--- src/rtl/bcd2bin_16_if.sv ---
// Handshake and data bundle for the five-digit BCD to 16-bit binary converter.
// master drives the request and digits, slave returns the result.
interface bcd2bin_16_if;
    logic        start;
    logic [3:0]  BCD_0;
    logic [3:0]  BCD_1;
    logic [3:0]  BCD_2;
    logic [3:0]  BCD_3;
    logic [3:0]  BCD_4;
    logic [15:0] bin;
    logic        busy;
    logic        done;
    logic        error;

    modport master (
        output start,
        output BCD_0,
        output BCD_1,
        output BCD_2,
        output BCD_3,
        output BCD_4,
        input  bin,
        input  busy,
        input  done,
        input  error
    );

    modport slave (
        input  start,
        input  BCD_0,
        input  BCD_1,
        input  BCD_2,
        input  BCD_3,
        input  BCD_4,
        output bin,
        output busy,
        output done,
        output error
    );
endinterface

--- src/rtl/bcd2bin_16.sv ---
// Sequential BCD to binary converter: five digits, multiply-by-10-and-add,
// saturating at 16'hFFFF with error on bad digits or values above 65535.
module bcd2bin_16 (
    input  logic          CLOCK_50,
    input  logic          RESET_N,
    bcd2bin_16_if.slave   bus
);

    typedef enum logic [1:0] {
        IDLE = 2'd0,
        CONV = 2'd1,
        FAIL = 2'd2
    } state_t;

    state_t      state;
    logic [16:0] acc;
    logic [2:0]  idx;
    logic [3:0]  dig0;
    logic [3:0]  dig1;
    logic [3:0]  dig2;
    logic [3:0]  dig3;
    logic [3:0]  dig4;

    logic [3:0]  cur_dig;
    logic [16:0] acc_nxt;
    logic        in_bad;

    // Select the digit for this step and form the next accumulator value.
    always_comb begin
        cur_dig = 4'd0;
        unique case (idx)
            3'd0:    cur_dig = dig0;
            3'd1:    cur_dig = dig1;
            3'd2:    cur_dig = dig2;
            3'd3:    cur_dig = dig3;
            3'd4:    cur_dig = dig4;
            default: cur_dig = 4'd0;
        endcase
        acc_nxt = (acc * 17'd10) + {13'd0, cur_dig};
        in_bad  = (bus.BCD_0 > 4'd9) || (bus.BCD_1 > 4'd9)
               || (bus.BCD_2 > 4'd9) || (bus.BCD_3 > 4'd9)
               || (bus.BCD_4 > 4'd9);
    end

    // Control FSM and datapath; all outputs are registered here.
    always_ff @(posedge CLOCK_50 or negedge RESET_N) begin
        if (!RESET_N) begin
            state     <= IDLE;
            acc       <= 17'd0;
            idx       <= 3'd0;
            dig0      <= 4'd0;
            dig1      <= 4'd0;
            dig2      <= 4'd0;
            dig3      <= 4'd0;
            dig4      <= 4'd0;
            bus.bin   <= 16'h0000;
            bus.busy  <= 1'b0;
            bus.done  <= 1'b0;
            bus.error <= 1'b0;
        end else begin
            bus.done <= 1'b0;
            unique case (state)
                IDLE: begin
                    if (bus.start) begin
                        dig0     <= bus.BCD_0;
                        dig1     <= bus.BCD_1;
                        dig2     <= bus.BCD_2;
                        dig3     <= bus.BCD_3;
                        dig4     <= bus.BCD_4;
                        acc      <= 17'd0;
                        idx      <= 3'd4;
                        bus.busy <= 1'b1;
                        state    <= in_bad ? FAIL : CONV;
                    end
                end
                CONV: begin
                    acc <= acc_nxt;
                    if (idx == 3'd0) begin
                        if (acc_nxt > 17'd65535) begin
                            bus.bin   <= 16'hFFFF;
                            bus.error <= 1'b1;
                        end else begin
                            bus.bin   <= acc_nxt[15:0];
                            bus.error <= 1'b0;
                        end
                        bus.done <= 1'b1;
                        bus.busy <= 1'b0;
                        state    <= IDLE;
                    end else begin
                        idx <= idx - 3'd1;
                    end
                end
                FAIL: begin
                    bus.bin   <= 16'hFFFF;
                    bus.error <= 1'b1;
                    bus.done  <= 1'b1;
                    bus.busy  <= 1'b0;
                    state     <= IDLE;
                end
                default: begin
                    bus.busy <= 1'b0;
                    state    <= IDLE;
                end
            endcase
        end
    end

endmodule

--- src/flat_wrapper.sv ---
// flat-port wrapper written by rule: the top's interface ports become plain ports
module bcd2bin_16_flat 
  (CLOCK_50, RESET_N, bus_start, bus_BCD_0, bus_BCD_1, bus_BCD_2, bus_BCD_3, bus_BCD_4, bus_bin, bus_busy, bus_done, bus_error);
  bcd2bin_16_if bus_i ();
  input  logic CLOCK_50;
  input  logic RESET_N;
  input wire logic [$bits(bus_i.start)-1:0] bus_start;
  input wire logic [$bits(bus_i.BCD_0)-1:0] bus_BCD_0;
  input wire logic [$bits(bus_i.BCD_1)-1:0] bus_BCD_1;
  input wire logic [$bits(bus_i.BCD_2)-1:0] bus_BCD_2;
  input wire logic [$bits(bus_i.BCD_3)-1:0] bus_BCD_3;
  input wire logic [$bits(bus_i.BCD_4)-1:0] bus_BCD_4;
  output wire logic [$bits(bus_i.bin)-1:0] bus_bin;
  output wire logic [$bits(bus_i.busy)-1:0] bus_busy;
  output wire logic [$bits(bus_i.done)-1:0] bus_done;
  output wire logic [$bits(bus_i.error)-1:0] bus_error;
  assign bus_i.start = bus_start;
  assign bus_i.BCD_0 = bus_BCD_0;
  assign bus_i.BCD_1 = bus_BCD_1;
  assign bus_i.BCD_2 = bus_BCD_2;
  assign bus_i.BCD_3 = bus_BCD_3;
  assign bus_i.BCD_4 = bus_BCD_4;
  assign bus_bin = bus_i.bin;
  assign bus_busy = bus_i.busy;
  assign bus_done = bus_i.done;
  assign bus_error = bus_i.error;
  bcd2bin_16 u_core (.CLOCK_50(CLOCK_50), .RESET_N(RESET_N), .bus(bus_i));
endmodule
--- config.mk ---
export PLATFORM = sky130hd
export DESIGN_NAME = bcd2bin_16_flat
export DESIGN_NICKNAME = d
export VERILOG_FILES = /design/src/rtl/bcd2bin_16_if.sv /design/src/rtl/bcd2bin_16.sv /design/src/flat_wrapper.sv
export SDC_FILE = /design/constraint.sdc
export NUM_CORES = 1
export LEC_CHECK = 0
export ABC_AREA = 1
export CAP_MARGIN = 25
export CORE_MARGIN = 2
export CORE_UTILIZATION = 40
export DETAILED_ROUTE_END_ITERATION = 10
export DONT_BUFFER_PORTS = 1
export REMOVE_ABC_BUFFERS = 1
export SYNTH_ARGS = -nofsm -noshare
export SYNTH_HDL_FRONTEND = slang
export SYNTH_SLANG_ARGS = --single-unit
export TNS_END_PERCENT = 30
--- constraint.sdc ---
create_clock -name CLOCK_50 -period 3.9 [get_ports CLOCK_50]
set_clock_uncertainty 0.15 [all_clocks]
set_input_delay 0.39 -clock CLOCK_50 [delete_from_list [all_inputs] [get_ports CLOCK_50]]
set_output_delay 0.39 -clock CLOCK_50 [all_outputs]
set_load 0.1 [all_outputs]
# Yosys cells after proc, flatten, opt, wreduce, memory -nomap -nowiden
# Index checks and enable logic that the tools add are counted.
[totals]
inputBits = 23
regBits = 61
wordCells = 64
[classes]
add_sub_neg = 2
reduce_logical = 13
n_mul = 1
magnitude_cmp = 6
mux = 21
n_eq_ne = 9
[op_table]
columns = ["op", "n"]
rows = [
  ["$pmux 17 s2", 1],
  ["$mux 16", 2],
  ["$pmux 16 s2", 1],
  ["$gt 4x4->1 const B", 5],
  ["$pmux 4 s5", 1],
  ["$add 17x4->17", 1],
  ["$gt 17x16->1 const B", 1],
  ["$mul 17x3->16 const B", 1],
  ["$mux 17", 1],
  ["$reduce_and 2->1", 4],
  ["$eq 3x2->1 const B", 2],
  ["$mux 2", 3],
  ["$mux 3", 2],
  ["$pmux 1 s2", 3],
  ["$pmux 3 s2", 1],
  ["$mux 1", 5],
  ["$logic_or 1x1->1", 4],
  ["$ne 2x2->1 const B", 2],
  ["$pmux 2 s2", 1],
  ["$reduce_bool 2->1", 2],
  ["$eq 3x1->1 const B", 1],
  ["$eq 3x3->1 const B", 1],
  ["$logic_not 3->1", 1],
  ["$reduce_and 3->1", 1],
  ["5 further kinds", 5],
]

# Longest topological paths before layout
# Gate-level depths: netlist of run 1.
[depth]
depth_word = 8
depth_mapped = 23
depth_no_buf = 22

# Worst setup path after synthesis of run 1
# OpenSTA, ideal clock, no wires.
[synth_timing]
path_type = "register -> register"
start = "reg u_core.idx[0]"
end = "reg u_core.bus.bin[9]"
n_path_buf = 1
required_ns = 3.629
setup_time_ns = 0.121
slack_ns = 0.882
stages_incl_launch_ff = 24
arrival_ns = 2.748
period_less_slack_ns = 3.018
cell_sequence = "dfrtp_1 inv_1 ha_1 nand2_1 inv_1 nand2_1 nand2_1 a31oi_1 nand3_1 ha_1 nand2_1 nor2_1 nand2_1 a21oi_2 nand2_2 nor2_4 inv_1 nor2_1 nand3_1 nand2_2 nand3_4 buf_12 nor2_4 nor2_2"
[synth_via]
elab_chain_len = 7
word_cells_on_any_way = 13
classes_between = "1 x add/sub; 1 x order compare; 5 x eq/ne; 4 x mux; 2 x reduce/logical"
[synth_lines]
columns = ["item", "line_no", "rtl"]
rows = [
  ["start: declaration", "bcd2bin_16.sv:17", "logic [2:0] idx;"],
  ["start signal: assignment", "bcd2bin_16.sv:90", "idx <= idx - 3'd1;"],
  ["$eq 3x3->1 (tied with other cells)", "bcd2bin_16.sv:31", "unique case (idx)"],
  ["$pmux 4 s5", "bcd2bin_16.sv:31", ""],
  ["$add 17x4->17", "bcd2bin_16.sv:39", "acc_nxt = (acc * 17'd10) + {13'd0, cur_dig};"],
  ["$gt 17x16->1", "bcd2bin_16.sv:79", "if (acc_nxt > 17'd65535) begin"],
  ["$mux 16", "bcd2bin_16.sv:79", ""],
  ["$mux 16", "bcd2bin_16.sv:78", "if (idx == 3'd0) begin"],
  ["$pmux 16 s2", "bcd2bin_16.sv:62", "unique case (state)"],
  ["end signal: assignment", "bcd2bin_16.sv:83", "bus.bin <= acc_nxt[15:0];"],
  ["end: declaration", "bcd2bin_16_if.sv:35", "output bin,"],
]
# Parallel ways exist; a longest one is shown, timed or not. The select of a mux whose other input is x is not followed.
# A chain may end at the register's enable or synchronous reset.

# Final worst setup path of run 1
[layout_timing]
start = "reg u_core.idx[0]"
end = "reg u_core.bus.bin[11]"
# Same word-level chain as after synthesis.

==> qor.yml, run 1 <==
yosys.cell_types.count: 37
std_cell_rows: 37
slew_viol_final: 0
synth_area_per_cell_um2: 7.60
viasPerCell: 4.88
grt_use_total_pct: 18.3
cts_buffer_depth: 2
vdd.ir_drop.worst_mv: 0.490
hold-path-endpoint: "u_core.dig2[0]$_DFFE_PN0P_"
overflow: 0
clk-insertion-delay-late_ps: 350
worstHoldStart: "bus_BCD_2[0]"
synth_top_area_cell: "dfrtp_1"
synth_area_um2: 4270
worstPathCellList: "inv_1, ha_1, nand2_1, inv_1, nand2_1, nand2_1, a31oi_1, nand3_1, ha_1, fa_1, nand2_1, a21oi_1, nand2_1, nor2_1, nand2_1, nor2_1, nand2_1, xor2_1, inv_1, nor2_4, nor2_2"
drt_pass1_iterations: 5
crit_required_ps: 3990
async_reset_ff_share_pct: 100
finalHoldViolCount: 0
dp_slack_ps: 321
cts-htree-levels: 3
die_y_um: 107
fmax_ghz: 0.289
leakage_uw: 0.00250
hp-class: "in2reg"
cp-start-kind: "register"
synth.ff_latch_count: 60
crit_slowest_cell: "dfrtp_1"
die_w_um: 107
finalWorstSetupSlack_ps: 439
initial_core_util_pct: 41.4
clk_pin_slew_worst_paths_ps: 70
drc: 0
critPathKind: "reg2reg"
arrival_ps: 3550
detail_route.wl_per_cell_um: 13.5
nFillCells: 1046
synth_common_cells: "136 x nand2_1, 89 x inv_1, 60 x dfrtp_1, 55 x nor2_1"
synthCells: 562
cts_made_buffers: 9
worstRegToRegCells: 21
synth_top_area_share_pct: 35.2
wl_um: 9660
clock-sinks: 60
r2r-start: "u_core.idx[0]$_DFFE_PN0P_"
end_kind: "register"
ys.flop_type: "dfrtp_1"
synth-xor-area-share_pct: 3.28
drt_iter0_markers: 171
period_minus_slack_ps: 3460
stdcell_count: 714
finalSetupViolCount: 0
r2r-end: "u_core.bus.bin[11]$_DFFE_PN0P_"
hold-worst-slack_ps: 14.6
slew-limit-headroom_pct: 37.6
cts_resized: 0
synth.yosys.seq_area_share_pct: 35.2
io_pins: 42
cp_max_fo: 5
powerDensity_nw_per_um2: 631
grt_pass1_wl_um: 16600
place_congestion: 0.861
cts_root_buf: "clkbuf_8"
synth_compound_area_share_pct: 7.85
grt_max_degree: 61
outcome: "finished, final reports clean"
synth_most_common_cell: "nand2_1"
setup_tns_ps: 0
min_path_cells: 2
slowest_delay_ps: 400
port_buffers: 0
area_growth_pct: 10.8
synth_top_family_by_area: "simple AND/OR/NAND/NOR gates"
synthAdderAreaFrac_pct: 11.5
synth-simple-area-share_pct: 32.6
cts_tree: "built"
crit_top_cell: "nand2_1"
dp.cells: 693
drive_above_1_share_pct: 12.8
antenna_found_initial: 0
grt_pass1_vias: 3537
vias: 3487
synth_area_leaders: "dfrtp_1 35%, nand2_1 12%, ha_1 11%, inv_1 7.8%, nor2_1 4.8%"
core-area_um2: 10300
diodes: 0
detail-route-antenna-nets: 0
dieArea_um2: 11500
dp_hpwl_um: 7480
synth_edf_count: 0
drv_cap: 0
yosys_warnings: 0
muxShareOfSynthArea_pct: 0
fin_crit_sh_pct: 88.7
rsz0062_at_grt: "no"
final_net_count: 634
r2r_slack_ps: 440
worst_pin_slew_ps: 936
area by class of cell:
cell class	count	area (um2)	area share, %
timing repair buffer	8	110	2.33
tap	136	170	3.60
inverter	95	357	7.54
multi-input combinational	399	2360	49.8
sequential	60	1500	31.7
clock inverter	5	83.8	1.77
clock buffer	11	151	3.20
metal layers:
| layer | global-route usage, % | up-vias | share of wire [%] |
|---|---|---|---|
| met4 | 3.53 | 0 | 0.66 |
| met5 | 0 | - | 0 |
| li1 | - | 1800 | - |
| met3 | 4.78 | 6 | 4.3 |
| met1 | 24.4 | 1614 | 47 |
| met2 | 30.2 | 67 | 48 |
worst max path at each step:
| stage | start | end | slack [ps] |
|---|---|---|---|
| final | u_core.idx[0]$_DFFE_PN0P_ | u_core.bus.bin[11]$_DFFE_PN0P_ | 440 |
| after global routing | u_core.idx[1]$_DFFE_PN0P_ | u_core.bus.bin[11]$_DFFE_PN0P_ | 40 |
| after CTS | u_core.idx[0]$_DFFE_PN0P_ | u_core.bus.bin[5]$_DFFE_PN0P_ | 310 |
| after detailed placement | u_core.idx[0]$_DFFE_PN0P_ | u_core.bus.bin[2]$_DFFE_PN0P_ | 320 |
| after global placement | u_core.idx[0]$_DFFE_PN0P_ | u_core.bus.bin[4]$_DFFE_PN0P_ | 450 |
| after floorplan | u_core.idx[0]$_DFFE_PN0P_ | u_core.bus.bin[15]$_DFFE_PN0P_ | 800 |
flip-flops by register name (all words and copies together), names as in the netlist:
register,flops
u_core.bus.bin,16
u_core.bus.busy,1
u_core.dig2,4
u_core.dig4,4
u_core.dig0,4
u_core.acc,16
u_core.bus.done,1
u_core.idx,3
u_core.dig1,4
u_core.state,2
u_core.bus.error,1
u_core.dig3,4
power breakdown:
part,switching [uW],internal [uW],leakage [uW],total [uW]
sequential,834,792,0.000750,1630
clock,268,396,0.000112,663
combinational,422,272,0.00164,694
total,1520,1460,0.00250,2980
kinds of logic (layout without fill, tap and decap cells):
family	Yosys count	count (layout)
AOI/OAI and AO/OA	60	60
xor gates and xnor gates	16	16
adders and majority gates	38	38
buffers and inverters	103	119
DFF	60	60
and+or+nand+nor	285	285
critical path, delay by kind of cell (launching register included):
| kind | cells | cell delay (ps) |
|---|---|---|
| AO/OA/AOI/OAI | 2 | 240 |
| XOR/XNOR | 1 | 170 |
| adder cells (fa/ha/maj) | 3 | 730 |
| buffers and inverters | 3 | 350 |
| flip-flops | 1 | 400 |
| AND/OR/NAND/NOR | 12 | 1290 |
stage by stage:
stage                     total power [uW]  instance area (um2)  util [%]
after floorplan                       2090                 4220         -
after global placement                2260                 4410      42.7
after detailed placement              2290                 4410      42.7
after CTS                             2980                 4690      45.4
after global routing                  3150                 4730      45.8
final                                 2980                 4730      45.8
cell usage in the layout, fill, tap and decap left out, drive strengths merged:
master,synthesis,final
clkinv,3,4
nor4b,1,1
nor3,1,1
or2,1,1
o21a,1,1
buf,2,6
a311oi,1,1
nand3,45,45
a31o,1,1
clkbuf,6,11
bufinv,0,2
clkinvlp,0,2
ha,36,36
o32ai,1,1
inv,92,92
and2,1,1
nand3b,1,1
o22ai,9,9
dfrtp,60,60
fa,2,2
o21ai,32,32
a21oi,13,13
dlygate4sd3,0,2
nor2,77,77
xnor2,3,3
nand4,8,8
nand2,150,150
xor2,13,13
a31oi,2,2
timing repair:
item	CTS	global route
endpoints found under the hold margin	61	0
endpoints found under the setup margin	0	4
buffers inserted	0	2
hold buffers	3	0
(Power assumes the default switching activity.)
==> run 2: changes to the inputs <==
--- a/config.mk
+++ b/config.mk
@@ -7,7 +7,7 @@
 export LEC_CHECK = 0
 export ABC_AREA = 1
 export CAP_MARGIN = 25
-export CORE_MARGIN = 2
+export CORE_MARGIN = 10
 export CORE_UTILIZATION = 40
 export DETAILED_ROUTE_END_ITERATION = 10
 export DONT_BUFFER_PORTS = 1
==> qor.yml, run 2 (synthesis results as in run 1) <==
hp-class: "in2reg"
worstRegToRegCells: 21
wl_met1_um: 4770
detail_route.wl_per_cell_um: 13.9
fmax_ghz: 0.288
critPathKind: "reg2reg"
die_y_um: 123
viasPerCell: 4.95
slew-limit-headroom_pct: 37.1
final_common_cell: "nand2_1"
grt_pass1_wl_um: 17000
drive_above_1_share_pct: 12.8
worstPathCellList: "inv_1, ha_1, nand2_1, inv_1, nand2_1, nand2_1, a31oi_1, nand3_1, ha_1, fa_1, nand2_1, a21oi_1, nand2_1, nor2_1, nand2_1, nor2_1, nand2_1, xor2_1, inv_1, nor2_4, nor2_2"
r2r_slack_ps: 430
crit_required_ps: 3990
vdd.ir_drop.worst_mv: 0.613
rsz0062_at_grt: "no"
clock-sinks: 60
drc: 0
cts_root_buf: "clkbuf_8"
leakage_uw: 0.00250
drt_pass1_iterations: 4
critPathBufInv: 3
final_cell_mix: "136 x nand2_1, 89 x inv_1, 60 x dfrtp_1"
std_cell_rows: 37
cts-htree-levels: 3
combPwrFrac_pct: 22.9
cts_tree: "built"
outcome: "finished, final reports clean"
port_buffers: 0
fin_util_pct: 45.7
wl_met3_um: 449
area_growth_pct: 11.0
fin_crit_sh_pct: 89.0
clock_power_share_pct: 22.1
p_sw_uw: 1510
wl_met2_um: 4530
p_int_uw: 1450
overflow: 0
cp-start-kind: "register"
worst_pin_slew_ps: 941
place_congestion: 0.895
powerDensity_nw_per_um2: 625
wl_um: 9970
finalHoldViolCount: 0
cts_made_buffers: 9
cts_buffer_depth: 2
diodes: 0
grt_use_total_pct: 13.9
clk-insertion-delay-late_ps: 350
slowest_delay_ps: 410
io_pins: 42
drt_iter0_markers: 229
crit_cells: 21
finalSetupViolCount: 0
final_net_count: 636
core-area_um2: 10400
grt_max_degree: 61
arrival_ps: 3560
cp_max_fo: 5
drv_cap: 0
r2r-start: "u_core.idx[1]$_DFFE_PN0P_"
largestRegisters: "u_core.acc: 16 flops, u_core.bus.bin: 16 flops"
crit_family: "simple AND/OR/NAND/NOR gates"
clk_pin_slew_worst_paths_ps: 70
slew_viol_final: 0
vias: 3544
initial_core_util_pct: 41.2
setup_tns_ps: 0
crit_start: "u_core.idx[1]$_DFFE_PN0P_"
crit_slowest_cell: "dfrtp_1"
grt_pass1_vias: 3519
dp_hpwl_um: 7730
endpoint: "u_core.bus.bin[11]$_DFFE_PN0P_"
detail-route-antenna-nets: 0
end_kind: "register"
crit_top_cell: "nand2_1"
p_seq_share_pct: 55.0
period_minus_slack_ps: 3470
switching_share_pct: 51.1
r2r-end: "u_core.bus.bin[11]$_DFFE_PN0P_"
antenna_found_initial: 0
die_w_um: 123
top_layer: "met4"
dieArea_um2: 15200
## run 2: cell count changes in the layout (fill, tap and decap cells not counted), sizes merged
cell | before | now
dlygate4sd3 | 2 | 4
## run 2: worst min-delay path by stage
stage | startpoint | endpoint | slack, ps | cells after the start
floorplan | RESET_N | u_core.acc[0]$_DFFE_PN0P_ | -60 | 0
global placement | RESET_N | u_core.acc[10]$_DFFE_PN0P_ | -50 | 0
detailed placement | RESET_N | u_core.acc[12]$_DFFE_PN0P_ | -50 | 0
CTS | bus_BCD_0[0] | u_core.dig0[0]$_DFFE_PN0P_ | 2 | 2
global route | bus_BCD_0[0] | u_core.dig0[0]$_DFFE_PN0P_ | 30 | 2
finish | bus_BCD_0[0] | u_core.dig0[0]$_DFFE_PN0P_ | 10 | 2
## run 2: metal layers
metal	GRT usage, %	vias to the layer above
met1	17.8	1673
met2	21.7	57
met4	5.90	0
li1	-	1797
met3	3.42	17
met5	0	-
## run 2: layout make-up
class / count / area, um2
inverters: 95 / 357
clock inverters: 5 / 83.8
multi-input cells: 399 / 2360
flip-flops and latches: 60 / 1500
fillers: 1059 / 5630
well taps: 136 / 170
clock buffers: 11 / 151
repair buffers: 10 / 118
## run 2: power by group through the flow
stage | registers [uW] | clock network [uW] | logic [uW]
2_1_floorplan | 1590 | 0 | 503
3_3_place_gp | 1650 | 0 | 625
3_5_place_dp | 1650 | 0 | 637
4_1_cts | 1640 | 671 | 662
5_1_grt | 1660 | 707 | 776
6_report | 1630 | 655 | 678
## run 2: repair_timing
item / CTS / global route
endpoints found under the setup margin: 0 / 4
endpoints found under the hold margin: 63 / 0
hold buffers: 5 / 0
resized for setup: 0 / 0
setup buffers: 0 / 2
## run 2: worst register-to-register path: cells and delay by family, from the launching register on
family	cells	cell delay, ps
xor gates and xnor gates	1	190
DFF	1	410
adders and majority gates	3	710
AOI/OAI and AO/OA	2	250
and+or+nand+nor	12	1290
buffers and inverters	3	370
## run 2: stage by stage
stage          cell area [um2]  total power (uW)  hold WS (ps)  setup slack (ps)  std cells
3_5_place_dp              4410              2280         -52.7               317        693
2_1_floorplan             4220              2090         -55.6               797        554
3_3_place_gp              4410              2270         -53.0               474        693
4_1_cts                   4710              2970          2.45               308        714
5_1_grt                   4740              3140          27.4              25.0        716
6_report                  4740              2960          13.8               430        716
==> run 3: changes to the inputs <==
--- a/config.mk
+++ b/config.mk
@@ -11,6 +11,7 @@
 export CORE_UTILIZATION = 40
 export DETAILED_ROUTE_END_ITERATION = 10
 export DONT_BUFFER_PORTS = 1
+export HOLD_SLACK_MARGIN = 0.15
 export REMOVE_ABC_BUFFERS = 1
 export SYNTH_ARGS = -nofsm -noshare
 export SYNTH_HDL_FRONTEND = slang
==> qor.yml, run 3 (synthesis results as in run 1) <==
drt_pass1_iterations: 5
io_pins: 42
outcome: "finished, final reports clean"
initial_core_util_pct: 41.2
drt_iter0_markers: 175
cts_root_buf: "clkbuf_8"
clock-sinks: 60
crit_top_cell: "nand2_1"
antenna_found_initial: 0
cts_made_buffers: 9
std_cell_rows: 37
die_y_um: 123
cp_max_fo: 5
crit_slowest_cell: "dfrtp_1"
final_common_cell: "nand2_1"
largestRegisters: "u_core.acc: 16 flops, u_core.bus.bin: 16 flops"
viasPerCell: 4.95
drive_above_1_share_pct: 12.4
finalHoldViolCount: 0
clk-insertion-delay-late_ps: 350
vdd.ir_drop.worst_mv: 0.613
arrival_ps: 3540
cts_tree: "built"
critPathKind: "reg2reg"
detail-route-antenna-nets: 0
rsz0062_at_grt: "no"
nFillCells: 1042
fmax_ghz: 0.289
die_w_um: 123
critPathBufInv: 3
overflow: 0
area_growth_pct: 15.0
finalSetupViolCount: 0
dp_hpwl_um: 7730
period_minus_slack_ps: 3460
dieArea_um2: 15200
slowest_delay_ps: 410
final_cell_mix: "136 x nand2_1, 89 x inv_1, 60 x dfrtp_1"
drv_cap: 0
grt_max_degree: 61
worstPathCellList: "inv_1, ha_1, nand2_1, inv_1, nand2_1, nand2_1, a31oi_1, nand3_1, ha_1, fa_1, nand2_1, a21oi_1, nand2_1, nor2_1, nand2_1, nor2_1, nand2_1, xor2_1, inv_1, nor2_4, nor2_2"
worst_pin_slew_ps: 970
cp-start-kind: "register"
multi_input_area_um2: 2360
leakage_uw: 0.00257
wl_um: 10200
port_buffers: 0
cts_resized: 0
final_net_count: 653
powerDensity_nw_per_um2: 608
crit_family: "simple AND/OR/NAND/NOR gates"
hp-class: "in2reg"
grt_pass1_vias: 3588
end_kind: "register"
clk_pin_slew_worst_paths_ps: 70
cts-htree-levels: 3
cts_buffer_depth: 2
finalWorstSetupSlack_ps: 444
diodes: 0
setup_tns_ps: 0
grt_pass1_wl_um: 17400
crit_required_ps: 3990
slew-limit-headroom_pct: 35.2
fin_crit_sh_pct: 88.6
grt_use_total_pct: 14.2
vias: 3628
slew_viol_final: 0
drc: 0
core-area_um2: 10400
detail_route.wl_per_cell_um: 13.9
place_congestion: 0.895
dp_slack_ps: 317
seq_area_um2: 1500
-- run 3: cell count changes in the layout (fill, tap and decap cells not counted) --
| cell | delta |
|---|---|
| dlygate4sd3_1 | +17 |
-- run 3: layout make-up --
type | count | area share, %
Multi-Input combinational cell | 399 | 48.0
Sequential cell | 60 | 30.6
Clock inverter | 5 | 1.71
Clock buffer | 11 | 3.08
Tap cell | 136 | 3.47
Timing Repair Buffer | 27 | 5.86
Inverter | 95 | 7.26
-- run 3: power breakdown --
part | leakage (uW) | switching (uW) | internal (uW)
sequential | 0.000750 | 839 | 792
clock | 0.000112 | 262 | 395
combinational | 0.00171 | 419 | 274
total | 0.00257 | 1520 | 1460
-- run 3: worst reg2reg max path, stage by stage, from the launching register on --
cell and delay (ps):
dfrtp_1 410, inv_1 150, ha_1 270, nand2_1 120
inv_1 140, nand2_1 70, nand2_1 60, a31oi_1 40
nand3_1 80, ha_1 210, fa_1 230, nand2_1 60
a21oi_1 210, nand2_1 80, nor2_1 200, nand2_1 100
nor2_1 250, nand2_1 110, xor2_1 190, inv_1 100
nor2_4 110, nor2_2 30
-- run 3: path summary, 6_finish.rpt --
path,startpoint,endpoint,slack [ps],cells after the start
setup / recovery,u_core.idx[1]$_DFFE_PN0P_,u_core.bus.bin[11]$_DFFE_PN0P_,440,21
min in group asynchronous,RESET_N,u_core.acc[11]$_DFFE_PN0P_,440,2
hold reg to reg,u_core.dig3[1]$_DFFE_PN0P_,u_core.dig3[1]$_DFFE_PN0P_,340,2
setup reg to reg,u_core.idx[1]$_DFFE_PN0P_,u_core.bus.bin[11]$_DFFE_PN0P_,440,21
hold / removal,bus_start,u_core.state[0]$_DFFE_PN0P_,190,3
max in group asynchronous,RESET_N,u_core.dig4[2]$_DFFE_PN0P_,2880,2
-- run 3: metrics by stage --
stage               hold WS [ps]  total power (uW)  std cells  area (um2)  util (%)
floorplan                  -55.6              2090        554        4220         -
global placement           -53.0              2270        693        4410      42.5
detailed placement         -52.7              2280        693        4410      42.5
CTS                          176              2980        731        4880      47.1
global route                 225              3160        733        4910      47.3
finish                       192              2980        733        4910      47.3
-- run 3: metal layers --
metal / global-route usage, % / share of wire (%)
met2: 22.4 / 46
met4: 5.90 / 2.0
met1: 18.1 / 47
met3: 3.51 / 4.7
met5: 0 / 0
-- run 3: timing repair --
item | 4_1_cts | 5_1_grt
hold buffers | 22 | 0
hold endpoints to repair | 80 | 0
setup buffers | 0 | 2
setup endpoints to repair | 0 | 4
